$ cat src/rtl/tt_um_brs_dec.sv
// tt_um_brs_dec: bit-rebuild decoder, the inverse of the 16-bit priority encoder.
// Define BRS_DEC_SWEEP_EN to add the NUL+ACC sweep command (SWEEP state and counter).
module tt_um_brs_dec (
  input  logic       clk,
  input  logic       rst_n,
  input  logic       ena,
  input  logic [7:0] ui_in,
  input  logic [7:0] uio_in,
  output logic [7:0] uo_out,
  output logic [7:0] uio_out,
  output logic [7:0] uio_oe
);
  logic [7:0]  s1_q, s2_q;
  logic        hist_q;
  logic [15:0] v_q, v_d, onehot;
  logic [3:0]  idx;
  logic        nul, stb, acc, clr, pulse;
  logic        unused_ok;
  assign idx       = s2_q[3:0];
  assign nul       = s2_q[4];
  assign stb       = s2_q[5];
  assign acc       = s2_q[6];
  assign clr       = s2_q[7];
  assign onehot    = 16'd1 << idx;
  assign unused_ok = &{1'b0, uio_in};
  assign uo_out    = v_q[15:8];
  assign uio_out   = v_q[7:0];
  assign uio_oe    = 8'hFF;
`ifdef BRS_DEC_SWEEP_EN
  localparam logic [0:0] IDLE  = 1'b0;
  localparam logic [0:0] SWEEP = 1'b1;
  logic [0:0] st_q, st_d;
  logic [3:0] cnt_q, cnt_d;
  // The edge history always advances, so a strobe swallowed during SWEEP never fires later.
  assign pulse = stb & ~hist_q & ena & ~clr & (st_q == IDLE);
  always_comb begin
    v_d   = v_q;
    st_d  = st_q;
    cnt_d = cnt_q;
    if (clr) begin
      v_d   = 16'h0000;
      st_d  = IDLE;
      cnt_d = 4'd0;
    end else if (st_q == SWEEP) begin
      v_d   = v_q << 1;
      cnt_d = cnt_q - 4'd1;
      st_d  = (cnt_q == 4'd1) ? IDLE : SWEEP;
    end else if (pulse) begin
      if (!nul) v_d = acc ? (v_q | onehot) : onehot;
      else if (!acc) v_d = 16'h0000;
      else begin
        v_d   = 16'h0001;
        cnt_d = idx;
        st_d  = (idx == 4'd0) ? IDLE : SWEEP;
      end
    end
  end
  always_ff @(posedge clk or negedge rst_n) begin
    if (!rst_n) begin
      st_q  <= IDLE;
      cnt_q <= 4'd0;
    end else begin
      st_q  <= st_d;
      cnt_q <= cnt_d;
    end
  end
`else
  assign pulse = stb & ~hist_q & ena & ~clr;
  always_comb begin
    v_d = v_q;
    if (clr) v_d = 16'h0000;
    else if (pulse && !nul) v_d = acc ? (v_q | onehot) : onehot;
    else if (pulse && !acc) v_d = 16'h0000;
  end
`endif
  always_ff @(posedge clk or negedge rst_n) begin
    if (!rst_n) begin
      s1_q   <= 8'h00;
      s2_q   <= 8'h00;
      hist_q <= 1'b0;
      v_q    <= 16'h0000;
    end else begin
      s1_q   <= ui_in;
      s2_q   <= s1_q;
      hist_q <= s2_q[5];
      v_q    <= v_d;
    end
  end
endmodule

$ cat config.mk
export PLATFORM = sky130hd
export DESIGN_NAME = tt_um_brs_dec
export DESIGN_NICKNAME = d
export VERILOG_FILES = /design/src/rtl/tt_um_brs_dec.sv
export SDC_FILE = /design/constraint.sdc
export NUM_CORES = 1
export LEC_CHECK = 0
export ABC_AREA = 1
export BUFFER_PORTS_ARGS = -buffer_cell sky130_fd_sc_hd__buf_2
export CELL_PAD_IN_SITES_DETAIL_PLACEMENT = 0
export CELL_PAD_IN_SITES_GLOBAL_PLACEMENT = 1
export CORE_ASPECT_RATIO = 1.4
export CORE_MARGIN = 2
export CORE_UTILIZATION = 42
export CTS_BUF_LIST = sky130_fd_sc_hd__clkbuf_8
export DETAILED_ROUTE_END_ITERATION = 8
export PLACE_DENSITY = 0.88
export REMOVE_ABC_BUFFERS = 1
export SLEW_MARGIN = 20
export SYNTH_ARGS = -nofsm -noshare
export SYNTH_HDL_FRONTEND = slang
export SYNTH_SLANG_ARGS = --single-unit
$ cat constraint.sdc
create_clock -name clk -period 3.3 [get_ports clk]
set_clock_uncertainty 0.15 [all_clocks]
set_input_delay 0.33 -clock clk [delete_from_list [all_inputs] [get_ports clk]]
set_output_delay 0.33 -clock clk [all_outputs]
set_load 0.02 [all_outputs]
[After elaboration in Yosys (flattened, before gate mapping)]
Cells that the tools add are included.
Widths: inputs -> output; s select.
Cells by class
  shift operators: 1
  muxes and demuxes: 4
  bitwise operators: 6
  reduce and logical (&&, ||, !) cells: 5
Operators by type and width (number)
  $mux 16: 4
  $or 16x16->16: 1
  $shl 1x4->16 const A: 1
  $and 1x1->1: 3
  $reduce_bool 3->1: 1
  $logic_and 1x1->1: 2
  $logic_not 1->1: 2
  $not 1->1: 2
Storage, ports and cells
  register bits: 33
  input port bits: 19
  word-level logic and storage cells: 20

[Depth between registers and ports, before layout]
Gate-level depths: netlist of run 1.
  word-level depth: 8
  mapped depth: 7
  mapped depth without buffers: 6

[Worst setup path after synthesis of run 1]
OpenSTA, ideal clock, no wires.
  kind: reg-to-reg
  start: reg s2_q[7]
  end: reg v_q[10]
  setup time: 117 ps
  arrival time: 936 ps
  slack: 2098 ps
  cell stages (with the launch flop): 6
  path buffers: 1
  clock period less this slack: 1202 ps
  path through: dfrtp_1 -> nor2_4 -> nand3_2 -> buf_6 -> nand3_1 -> nand2_1
Between the ends
  longest elaborated chain between the ends: 5
  elaborated cells between the ends (all ways): 7
  those cells by class: 2 x mux; 2 x bitwise; 3 x reduce/logical
Ends and longest elaborated chain
  start, declared: RTL line 13  | logic [7:0] s1_q, s2_q;
  start signal, assigned: RTL line 84  | s2_q <= s1_q;
  $not 1->1: RTL line 68  | assign pulse = stb & ~hist_q & ena & ~clr;
  $and 1x1->1: RTL line 68
  $logic_and 1x1->1: RTL line 72  | else if (pulse && !nul) v_d = acc ? (v_q | onehot) : onehot;
  $mux 16: RTL line 72
  $mux 16: RTL line 71  | if (clr) v_d = 16'h0000;
  end signal, assigned: RTL line 86  | v_q <= v_d;
  end, declared: RTL line 15  | logic [15:0] v_q, v_d, onehot;
Several ways; a longest one is shown, not always the timed one.
A chain may end at the register's enable or synchronous reset.

[Worst setup path after layout of run 1]
  start: reg s2_q[6]
  end: reg v_q[12]
Between the ends
  longest elaborated chain between the ends: 3
  elaborated cells between the ends (all ways): 6
  those cells by class: 3 x mux; 3 x reduce/logical
Ends and longest elaborated chain (RTL line)
  $mux 16 or $logic_not 1->1 (tied branches): 72, 73
  $mux 16 or $logic_and 1x1->1 (tied branches): 72, 73
  $mux 16 or $reduce_bool 3->1 (tied branches)
Several ways; a longest one is shown, not always the timed one.

==> results of run 1 <==
==> synth_stat cells (all sizes together) <==
library cell	count	area (um2)
nand3	30	155
conb	1	3.75
nor2	5	47.5
nand4	2	12.5
buf	15	110
nand2	65	254
o21ai	2	10.0
dfrtp	33	826
inv	6	22.5
==> worst paths after layout <==
check | slack (ps) | depth (start not counted) | endpoint
setup / recovery | 1760 | 4 | v_q[12]$_DFFE_PN0P_
hold / removal | 10 | 1 | s1_q[4]$_DFF_PN0_
setup reg to reg | 1760 | 4 | v_q[12]$_DFFE_PN0P_
hold reg to reg | 200 | 0 | s2_q[7]$_DFF_PN0_
max in group asynchronous | 2060 | 2 | hist_q$_DFF_PN0_
min in group asynchronous | 480 | 2 | v_q[11]$_DFFE_PN0P_
==> layer usage <==
metal	vias up	global-route usage, %
met5	-	0
met4	0	8.55
met3	8	4.47
met2	32	28.7
met1	534	18.3
li1	551	-
==> power by group <==
group | switching (uW) | total (uW) | internal (uW) | leakage [uW]
Clock | 139 | 382 | 243 | 0.0000626
Sequential | 12.8 | 429 | 416 | 0.000422
Combinational | 34.8 | 51.9 | 17.1 | 0.000508
==> logic make-up after synthesis <==
logic type	after synthesis	synth area share, %
buffers and inverters	21	9.20
DFF	33	57.3
and+or+nand+nor	102	32.6
AOI/OAI and AO/OA	2	0.694
other	1	0.260
==> placed cells by master, fill, tap and decap left out, drive strengths merged <==
cell type     n
nand3        30
nand4         2
dlygate4sd3   8
nand2        65
conb          8
bufinv        1
inv           7
o21ai         2
dfrtp        33
buf          26
nor2          5
clkbuf        6
==> sequential cells by signal, indices dropped and copies added, names as in the netlist <==
register / flops
hist_q: 1
v_q: 16
s2_q: 8
s1_q: 8
==> layout make-up <==
type                    count  area (um2)
clock buffers               6        82.6
clock inverters             2        33.8
fillers                   331        1580
inverters                   6        22.5
multi-input cells         112         509
flip-flops and latches     33         826
well taps                  40        50.0
repair buffers             34         210
==> per-stage QoR <==
stage / instance area [um2] / power (uW) / hold slack, ps
global route: 1730 / 899 / 0.226
finish: 1730 / 862 / 14.1
floorplan: 1360 / 460 / -116
global placement: 1540 / 479 / 182
detailed placement: 1540 / 482 / 186
CTS: 1730 / 874 / 2.81
==> timing repair <==
| item | CTS | global route |
|---|---|---|
| hold endpoints to repair | 40 | 0 |
| gates resized for setup | 0 | 0 |
| hold buffers | 8 | 0 |
==> results.md, run 1 <==
* Maximum clock insertion buffer count at 2
* Seq/Total Area, Yosys at 57.3%
* Post-CTS Setup Bufs at 0
* Min-delay worst type: input port to register
* Final GP Congestion at 0.775
* DR iter-0 viols at 25
* DP Worst Slack at 1770 ps
* First-pass GRT wire length at 4700 um
* Crit path max fanout at 17
* Router iterations before antenna repair at 4
* FF+latch count, synth at 33
* Crit path required time at 3320 ps
* Post-DR vias/cell at 4.83
* Crit path cell chain: nand2_2, nand3_2, nand3_1, nand2_1
* Starting density of the core at 43.5%
* Placed insts at 217
* DR top layer: met4
* Cell Count, Final, Fillers Out at 233
* Final nets at 211
* Setup Viol. Count Final at 0
* Core Region at 0.00332 mm2
* CTS tree: built
* Slew @ Worst Pin at 708 ps
* Die footprint at 0.00392 mm2
* Crit path launch: s2_q[6]$_DFF_PN0_
* Arrival time worst endpoint at 1560 ps
* Antenna-violating nets left at 0
* Synth Area per Inst at 9.07 um2
* IO Pins at 43
* Startpoint Class: register
* TNS Setup at 0 ps
* Worst skew pair latency at 280 ps
* TritonCTS Sinks at 33
* Warnings from Yosys at 0
* VDD IR max at 399 uV
* CP endpoint kind: register
* CP peak stage delay at 590 ps
* HPWL after DPL at 1850 um
* Final core occ at 52.3%
* Initial antenna violation count at 0
* Crit path kind: register to register
* Slack of the critical path at 1760 ps
* Critical Path Slowest Stage Cell: dfrtp_1
* Vias in the first global route at 1,101
* Top cell family by delay on the critical path: simple AND/OR/NAND/NOR gates
* CTS buffer count at 5
* Port Buffer Count at 26
* H-Tree Depth at 2
* Die extent in y at 73.3 um
* Metal2 WL at 1430 um
* Synthesized instance count at 159
* Met3 routed WL at 120 um
* Antenna diodes at 0
* Largest net degree at the start of global routing at 34
* Total GRT Usage at 16.7%
* Total leakage power at 0.000992 uW
* Area grow syn2layout at 20.3%
* Post-route DRC at 0
* Post-Route WL at 2690 um
* Total of max-cap violations at 0
* Final hold vios at 0
* Metal-1 WL at 1060 um
* Worst Path Buf+Inv at 0
* Synth unique cells at 18
* Status: finished clean
* Cell Rows at 25
* Worst-path clk slew at 60 ps
* Slew margin rel. at 52.8%
* Fin crit period at 1540 ps
* RSZ-0062 raised after global routing: no
* Fmax achieved at 649 MHz
* Die width at 53.5 um
* Post-Syn Area at 0.00144 mm2
* DR WL/cell at 11.5 um
* Via Count at 1,125
* Pwr Density at 497 mW/mm2
* R2r startpoint: s2_q[6]$_DFF_PN0_
* Share of cells above drive strength 1 at 23.3%
* GRT Residual Overflow at 0
* Clock Root Buffer: clkbuf_8
* Pins Over Slew Limit at 0
* Critical hold path startpoint: ui_in[4]
* Fin crit share at 46.7%
No activity file was read; power rests on OpenSTA's default activity.
==> run 2: changes to the inputs <==
Settings changed: ABC_AREA 1 to 0, CORE_UTILIZATION 42 to 35, PLACE_DENSITY 0.88 to 0.77.
Clock period 3.3 ns to 1.39 ns, I/O delays scaled along.
==> run 2 against run 1 <==
Cell count decreased by 33%. Highest routed layer unchanged. Critical path depth decreased by 1. Largest power group unchanged. Hold slack improved by 180 ps. Worst setup slack got worse by 1700 ps. Clock power increased by 66%. Register-to-register slack got worse by 1700 ps. Sequential power increased by 130%. Via count decreased by 38%. Synthesized area decreased by 21%. Synthesized cell count decreased by 53%. Die area decreased by 5.1%.
==> results.md, run 2 <==
* Status: finished clean (unchanged)
* Die footprint at 0.00372 mm2 (was 0.00392 mm2)
* Core Region at 0.00312 mm2 (was 0.00332 mm2)
* Synthesized instance count at 74 (was 159)
* Total GRT Usage at 12.6% (was 16.7%)
* Final GP Congestion at 0.639 (was 0.775)
* RSZ-0062 raised after global routing: no (unchanged)
* Top cell family by delay on the critical path: simple AND/OR/NAND/NOR gates (unchanged)
* Total of max-cap violations at 0 (unchanged)
* CTS tree: built (unchanged)
* Pwr Density at 1190 mW/mm2 (was 497 mW/mm2)
* Via Count at 696 (was 1,125)
* CTS buffer count at 5 (unchanged)
* Port Buffer Count at 26 (unchanged)
* Most frequent cells in the layout: dfrtp_1, buf_2, o2bb2ai_1 (was nand2_1, dfrtp_1, nand3_1)
* Int Pwr at 1370 uW (was 676 uW)
* Synth Area per Inst at 15.4 um2 (was 9.07 um2)
* Final hold vios at 0 (unchanged)
* Hold buffers post-CTS at 9 (was 8)
* Sequential Power Share at 57.1% (was 49.7%)
* Crit path max fanout at 5 (was 17)
* Total leakage power at 0.000729 uW (was 0.000992 uW)
* Antenna-violating nets left at 0 (unchanged)
* Largest register FFs at 16 (unchanged)
* Top post-synthesis cells by count: dfrtp_1, o2bb2ai_1, buf_4, nand3_1 (was nand2_1, dfrtp_1, nand3_1, buf_4, inv_2)
* Post-CTS Setup Bufs at 0 (unchanged)
* Final nets at 135 (was 211)
* Comb pwr share at 6.6% (was 6.0%)
* R2r startpoint: hist_q$_DFF_PN0_ (was s2_q[6]$_DFF_PN0_)
* TNS Setup at 0 ps (unchanged)
* DR iter-0 viols at 3 (was 25)
* Min-delay worst type: register to register (was input port to register)
* FF+latch count, synth at 33 (unchanged)
* Router iterations before antenna repair at 2 (was 4)
* Ys async rst share at 100% (unchanged)
* Crit path launch: hist_q$_DFF_PN0_ (was s2_q[6]$_DFF_PN0_)
* Most common cell after layout, fill and taps aside: dfrtp_1 (was nand2_1)
* PostCTS Resize Cnt at 0 (unchanged)
* GRT Residual Overflow at 0 (unchanged)
* Clock Root Buffer: clkbuf_8 (unchanged)
* Post-route DRC at 0 (unchanged)
* Crit path cell chain: and3b_4, nand3_1, o2bb2ai_1 (was nand2_2, nand3_2, nand3_1, nand2_1)
* VDD IR max at 931 uV (was 399 uV)
* Synth top area share at 72.7% (was 57.3%)
* NetSw at 384 uW (was 187 uW)
* Synth unique cells at 14 (was 18)
* Starting density of the core at 36.4% (was 43.5%)
* Post-Route WL at 1960 um (was 2690 um)
* Maximum clock insertion buffer count at 2 (unchanged)
* IO Pins at 43 (unchanged)
* Pwr Total at 1750 uW (was 862 uW)
* Cell Rows at 24 (was 25)
* Final core occ at 47.0% (was 52.3%)
* Cell taking the most area after synthesis: dfrtp_1 (unchanged)
* Crit path required time at 1440 ps (was 3320 ps)
* FF-to-FF setup slack at 100 ps (was 1760 ps)
* Initial antenna violation count at 0 (unchanged)
* Setup Viol. Count Final at 0 (unchanged)
* Pins Over Slew Limit at 0 (unchanged)
* HPWL after DPL at 1330 um (was 1850 um)
* Worst Path Buf+Inv at 0 (unchanged)
* Clk network pwr share at 36.3% (was 44.3%)
* Crit path kind: register to register (unchanged)
* Post-DR vias/cell at 4.46 (was 4.83)
* Largest reg by FF count: v_q (unchanged)
* Fmax achieved at 774 MHz (was 649 MHz)
* CP endpoint kind: register (unchanged)
* Share of cells above drive strength 1 at 30.8% (was 23.3%)
* Antenna diodes at 0 (unchanged)
* Largest net degree at the start of global routing at 34 (unchanged)
* Vias in the first global route at 747 (was 1,101)
* Post-route cell area at 0.00147 mm2 (was 0.00173 mm2)
* Die width at 52.2 um (was 53.5 um)
* Die extent in y at 71.4 um (was 73.3 um)
* Arrival time worst endpoint at 1340 ps (was 1560 ps)
* Fillers at 307 (was 331)
* TritonCTS Sinks at 33 (unchanged)
* Worst skew pair latency at 280 ps (about the same)
* Top FF cell, synth: dfrtp_1 (unchanged)
* Switching share of power at 21.9% (was 21.6%)
* First-pass GRT wire length at 3240 um (was 4700 um)
* Seq/Total Area, Yosys at 72.7% (was 57.3%)
* Startpoint Class: register (unchanged)
* Post-Place Cell Area at 0.00130 mm2 (was 0.00154 mm2)
* Critical Path Slowest Stage Cell: dfrtp_1 (unchanged)
* Largest registers: v_q (16), s1_q (8), s2_q (8) (unchanged)
* Critical hold path startpoint: s1_q[4]$_DFF_PN0_ (was ui_in[4])
* Area grow syn2layout at 29.2% (was 20.3%)
* Top-count cell post-synth: dfrtp_1 (was nand2_1)
* Fin crit share at 93.0% (was 46.7%)
* EDFF count, synth at 0 (unchanged)
* Warnings from Yosys at 0 (unchanged)
* Worst-path clk slew at 60 ps (about the same)
* Worst hold margin at 194 ps (was 14.1 ps)
* H-Tree Depth at 2 (unchanged)
* Main area contributors after synthesis: dfrtp_1, o2bb2ai_1, buf_4, nand3_1, a21oi_4 (was dfrtp_1, nand2_1, nand3_1, buf_4, buf_6)
* CP peak stage delay at 360 ps (was 590 ps)
* Post-Syn Area at 0.00114 mm2 (was 0.00144 mm2)
* DR WL/cell at 12.6 um (was 11.5 um)
* Fin crit period at 1290 ps (was 1540 ps)
## run 2: changes by cell type after synthesis, sizes merged, moves of 2 or more
| cell | previous run | this run |
|---|---|---|
| nand2 | 65 | 1 |
| nand3 | 30 | 4 |
| o2bb2ai | 0 | 16 |
| buf | 15 | 9 |
| inv | 6 | 1 |
| nor2 | 5 | 2 |
| nand2b | 0 | 2 |
| nand4 | 2 | 0 |
| nor2b | 0 | 2 |
| o21ai | 2 | 0 |
## run 2: metrics by stage
| step | setup slack (ps) | cells |
|---|---|---|
| floorplan | 154 | 72 |
| global placement | 116 | 139 |
| detailed placement | 93.8 | 139 |
| CTS | 78.3 | 156 |
| global route | 7.04 | 156 |
| finish | 97.2 | 156 |
## run 2: power by group through the flow
stage | registers [uW] | logic, uW | clock network, uW
floorplan | 1020 | 45.8 | 0
global placement | 1020 | 94.3 | 0
detailed placement | 1020 | 98.2 | 0
CTS | 999 | 117 | 661
global route | 1000 | 129 | 719
finish | 999 | 116 | 636
## run 2: kinds of logic (layout without fill, tap and decap cells)
group,after synthesis,after routing,share of synthesized area (%)
AO/OA/AOI/OAI,17,17,13.8
buffers and inverters,10,46,6.61
flip-flops,33,33,72.7
other,1,8,0.330
AND/OR/NAND/NOR,13,13,6.61
## run 2: final cells by class
cell class	count	area, um2	area share [%]
clock buffers	5	68.8	4.69
clock inverters	3	11.3	0.767
inverters	1	3.75	0.256
multi-input cells	38	262	17.8
flip-flops and latches	33	826	56.3
well taps	39	48.8	3.32
repair buffers	37	248	16.9
## run 2: routing by layer
metal | part of all wire (%) | track usage (%)
met3 | 5.7 | 6.04
met2 | 52 | 19.0
met1 | 39 | 13.8
met5 | 0 | 0
met4 | 3.4 | 8.55
## run 2: worst paths after layout
| check | to | depth (start not counted) |
|---|---|---|
| worst max-delay path | v_q[7]$_DFFE_PN0P_ | 3 |
| worst min-delay path | s2_q[4]$_DFF_PN0_ | 0 |
| worst max register to register | v_q[7]$_DFFE_PN0P_ | 3 |
| worst min register to register | s2_q[4]$_DFF_PN0_ | 0 |
| max in group asynchronous | v_q[3]$_DFFE_PN0P_ | 3 |
| min in group asynchronous | s2_q[7]$_DFF_PN0_ | 3 |
==> run 3: changes to the inputs <==
Settings changed: RECOVER_POWER set to 50.
==> run 3 against run 2 <==
Critical path depth unchanged. Cell area down 0.17%. Worst setup slack about the same. Combinational power barely moved. Critical path type unchanged.
==> results.md, run 3 (synthesized netlist as in run 2, its figures left out) <==
* Post-DR vias/cell at 4.46 (unchanged)
* Pwr Density at 1190 mW/mm2 (about the same)
* Total GRT Usage at 12.6% (unchanged)
* Total of max-cap violations at 0 (unchanged)
* Starting density of the core at 36.4% (unchanged)
* Antenna diodes at 0 (unchanged)
* TritonCTS Sinks at 33 (unchanged)
* Antenna-violating nets left at 0 (unchanged)
* Die footprint at 0.00372 mm2 (unchanged)
* Post-CTS Setup Bufs at 0 (unchanged)
* Largest net degree at the start of global routing at 34 (unchanged)
* Pins Over Slew Limit at 0 (unchanged)
* RSZ-0062 raised after global routing: no (unchanged)
* Arrival time worst endpoint at 1340 ps (about the same)
* Slew @ Worst Pin at 773 ps
* H-Tree Depth at 2 (unchanged)
* Min-delay worst type: register to register (unchanged)
* Via Count at 696 (unchanged)
* DR WL/cell at 12.6 um (unchanged)
* Largest registers: v_q (16), s1_q (8), s2_q (8) (unchanged)
* Slew margin rel. at 48.5%
* TNS Setup at 0 ps (unchanged)
* CTS buffer count at 5 (unchanged)
* Worst path depth at 3 (unchanged)
* Largest reg by FF count: v_q (unchanged)
* Crit path cell chain: and3b_4, nand3_1, o2bb2ai_1 (unchanged)
* Crit path required time at 1440 ps (about the same)
* FF-to-FF setup slack at 100 ps (about the same)
* Crit path max fanout at 5 (unchanged)
* Critical Path Slowest Stage Cell: dfrtp_1 (unchanged)
* Status: finished clean (unchanged)
* Maximum clock insertion buffer count at 2 (unchanged)
* Area grow syn2layout at 29.0% (was 29.2%)
* Final hold vios at 0 (unchanged)
* Fillers at 307 (unchanged)
* Share of cells above drive strength 1 at 30.8% (unchanged)
* Die extent in y at 71.4 um (unchanged)
* Fin crit share at 93.0% (about the same)
* Most frequent cells in the layout: dfrtp_1, buf_2, o2bb2ai_1 (unchanged)
* Initial antenna violation count at 0 (unchanged)
* Cell Rows at 24 (unchanged)
* Largest register FFs at 16 (unchanged)
* VDD IR max at 931 uV (about the same)
* DP Worst Slack at 93.8 ps (unchanged)
* Total leakage power at 0.000728 uW (was 0.000729 uW)
* Fmax achieved at 774 MHz (about the same)
* Setup Viol. Count Final at 0 (unchanged)
* Worst-path clk slew at 60 ps (about the same)
* Core Region at 0.00312 mm2 (unchanged)
* Reg2Reg Capture Point: v_q[7]$_DFFE_PN0P_ (unchanged)
* Most common cell after layout, fill and taps aside: dfrtp_1 (unchanged)
* DR iter-0 viols at 3 (unchanged)
* Hold depth at 0 (unchanged)
* Crit path kind: register to register (unchanged)
* Post-route DRC at 0 (unchanged)
* HPWL after DPL at 1330 um (unchanged)
* Die width at 52.2 um (unchanged)
* Worst Path Buf+Inv at 0 (unchanged)
* Worst Hold Path EP: s2_q[4]$_DFF_PN0_ (unchanged)
* Vias in the first global route at 747 (unchanged)
* Final GP Congestion at 0.639 (unchanged)
* Fin crit period at 1290 ps (about the same)
* Clock Root Buffer: clkbuf_8 (unchanged)
* Router iterations before antenna repair at 2 (unchanged)
* Critical hold path startpoint: s1_q[4]$_DFF_PN0_ (unchanged)
* Final nets at 135 (unchanged)
* CP peak stage delay at 360 ps (about the same)
* GRT Residual Overflow at 0 (unchanged)
* Post-Route WL at 1960 um (unchanged)
* First-pass GRT wire length at 3240 um (unchanged)
* Startpoint Class: register (unchanged)
* R2r worst-path depth at 3 (unchanged)
* Top cell family by delay on the critical path: simple AND/OR/NAND/NOR gates (unchanged)
* Port Buffer Count at 26 (unchanged)
* IO Pins at 43 (unchanged)
* CTS tree: built (unchanged)
* Slack of the critical path at 97.2 ps (about the same)
* R2r startpoint: hist_q$_DFF_PN0_ (unchanged)
* CP endpoint kind: register (unchanged)
* Worst skew pair latency at 280 ps (about the same)
==> run 3: layout make-up <==
type,count,area [um2],share of cell area [%]
Clock inverter,3,11.3,0.769
Tap cell,39,48.8,3.33
Sequential cell,33,826,56.4
Clock buffer,5,68.8,4.70
Timing Repair Buffer,37,245,16.7
Inverter,1,3.75,0.256
Multi-Input combinational cell,38,262,17.8
==> run 3: timing repair <==
item / CTS / global route
hold endpoints to repair: 41 / 0
hold buffers: 9 / 0
endpoints found under the setup margin: 0 / 0
resized for setup: 0 / 0
==> run 3: per-layer routing <==
| metal | track usage, % | wire length (um) |
|---|---|---|
| met5 | 0 | 0 |
| met4 | 8.55 | 67 |
| met2 | 19.0 | 1010 |
| met3 | 6.04 | 112 |
| met1 | 13.8 | 767 |
==> run 3: metrics by stage <==
step | power [uW] | utilization, % | area (um2) | cells | hold slack (ps)
6_report | 1750 | 46.9 | 1470 | 156 | 194
4_1_cts | 1780 | 47.0 | 1470 | 156 | 193
3_3_place_gp | 1110 | 41.5 | 1300 | 139 | 15.4
3_5_place_dp | 1110 | 41.5 | 1300 | 139 | 28.7
5_1_grt | 1850 | 46.9 | 1470 | 156 | 200
2_1_floorplan | 1060 | - | 1090 | 72 | -307
==> run 3: report_power, final <==
| part | internal, uW | switching (uW) | leakage [uW] |
|---|---|---|---|
| combinational | 45.7 | 69.5 | 0.000255 |
| clock | 332 | 303 | 0.0000519 |
| sequential | 988 | 11.3 | 0.000422 |
==> run 3: how the worst max path moves through the flow <==
stage	startpoint	end	slack, ps
detailed placement	hist_q$_DFF_PN0_	v_q[3]$_DFFE_PN0P_	90
finish	hist_q$_DFF_PN0_	v_q[7]$_DFFE_PN0P_	100
global placement	hist_q$_DFF_PN0_	v_q[1]$_DFFE_PN0P_	120
CTS	hist_q$_DFF_PN0_	v_q[7]$_DFFE_PN0P_	80
floorplan	s2_q[5]$_DFF_PN0_	v_q[11]$_DFFE_PN0P_	150
global route	hist_q$_DFF_PN0_	v_q[3]$_DFFE_PN0P_	7
==> run 3: worst register-to-register path: cells and delay by family (launching register included) <==
kind / cells / cell delay (ps)
DFF: 1 / 360
AOI/OAI and AO/OA: 1 / 200
and+or+nand+nor: 2 / 510
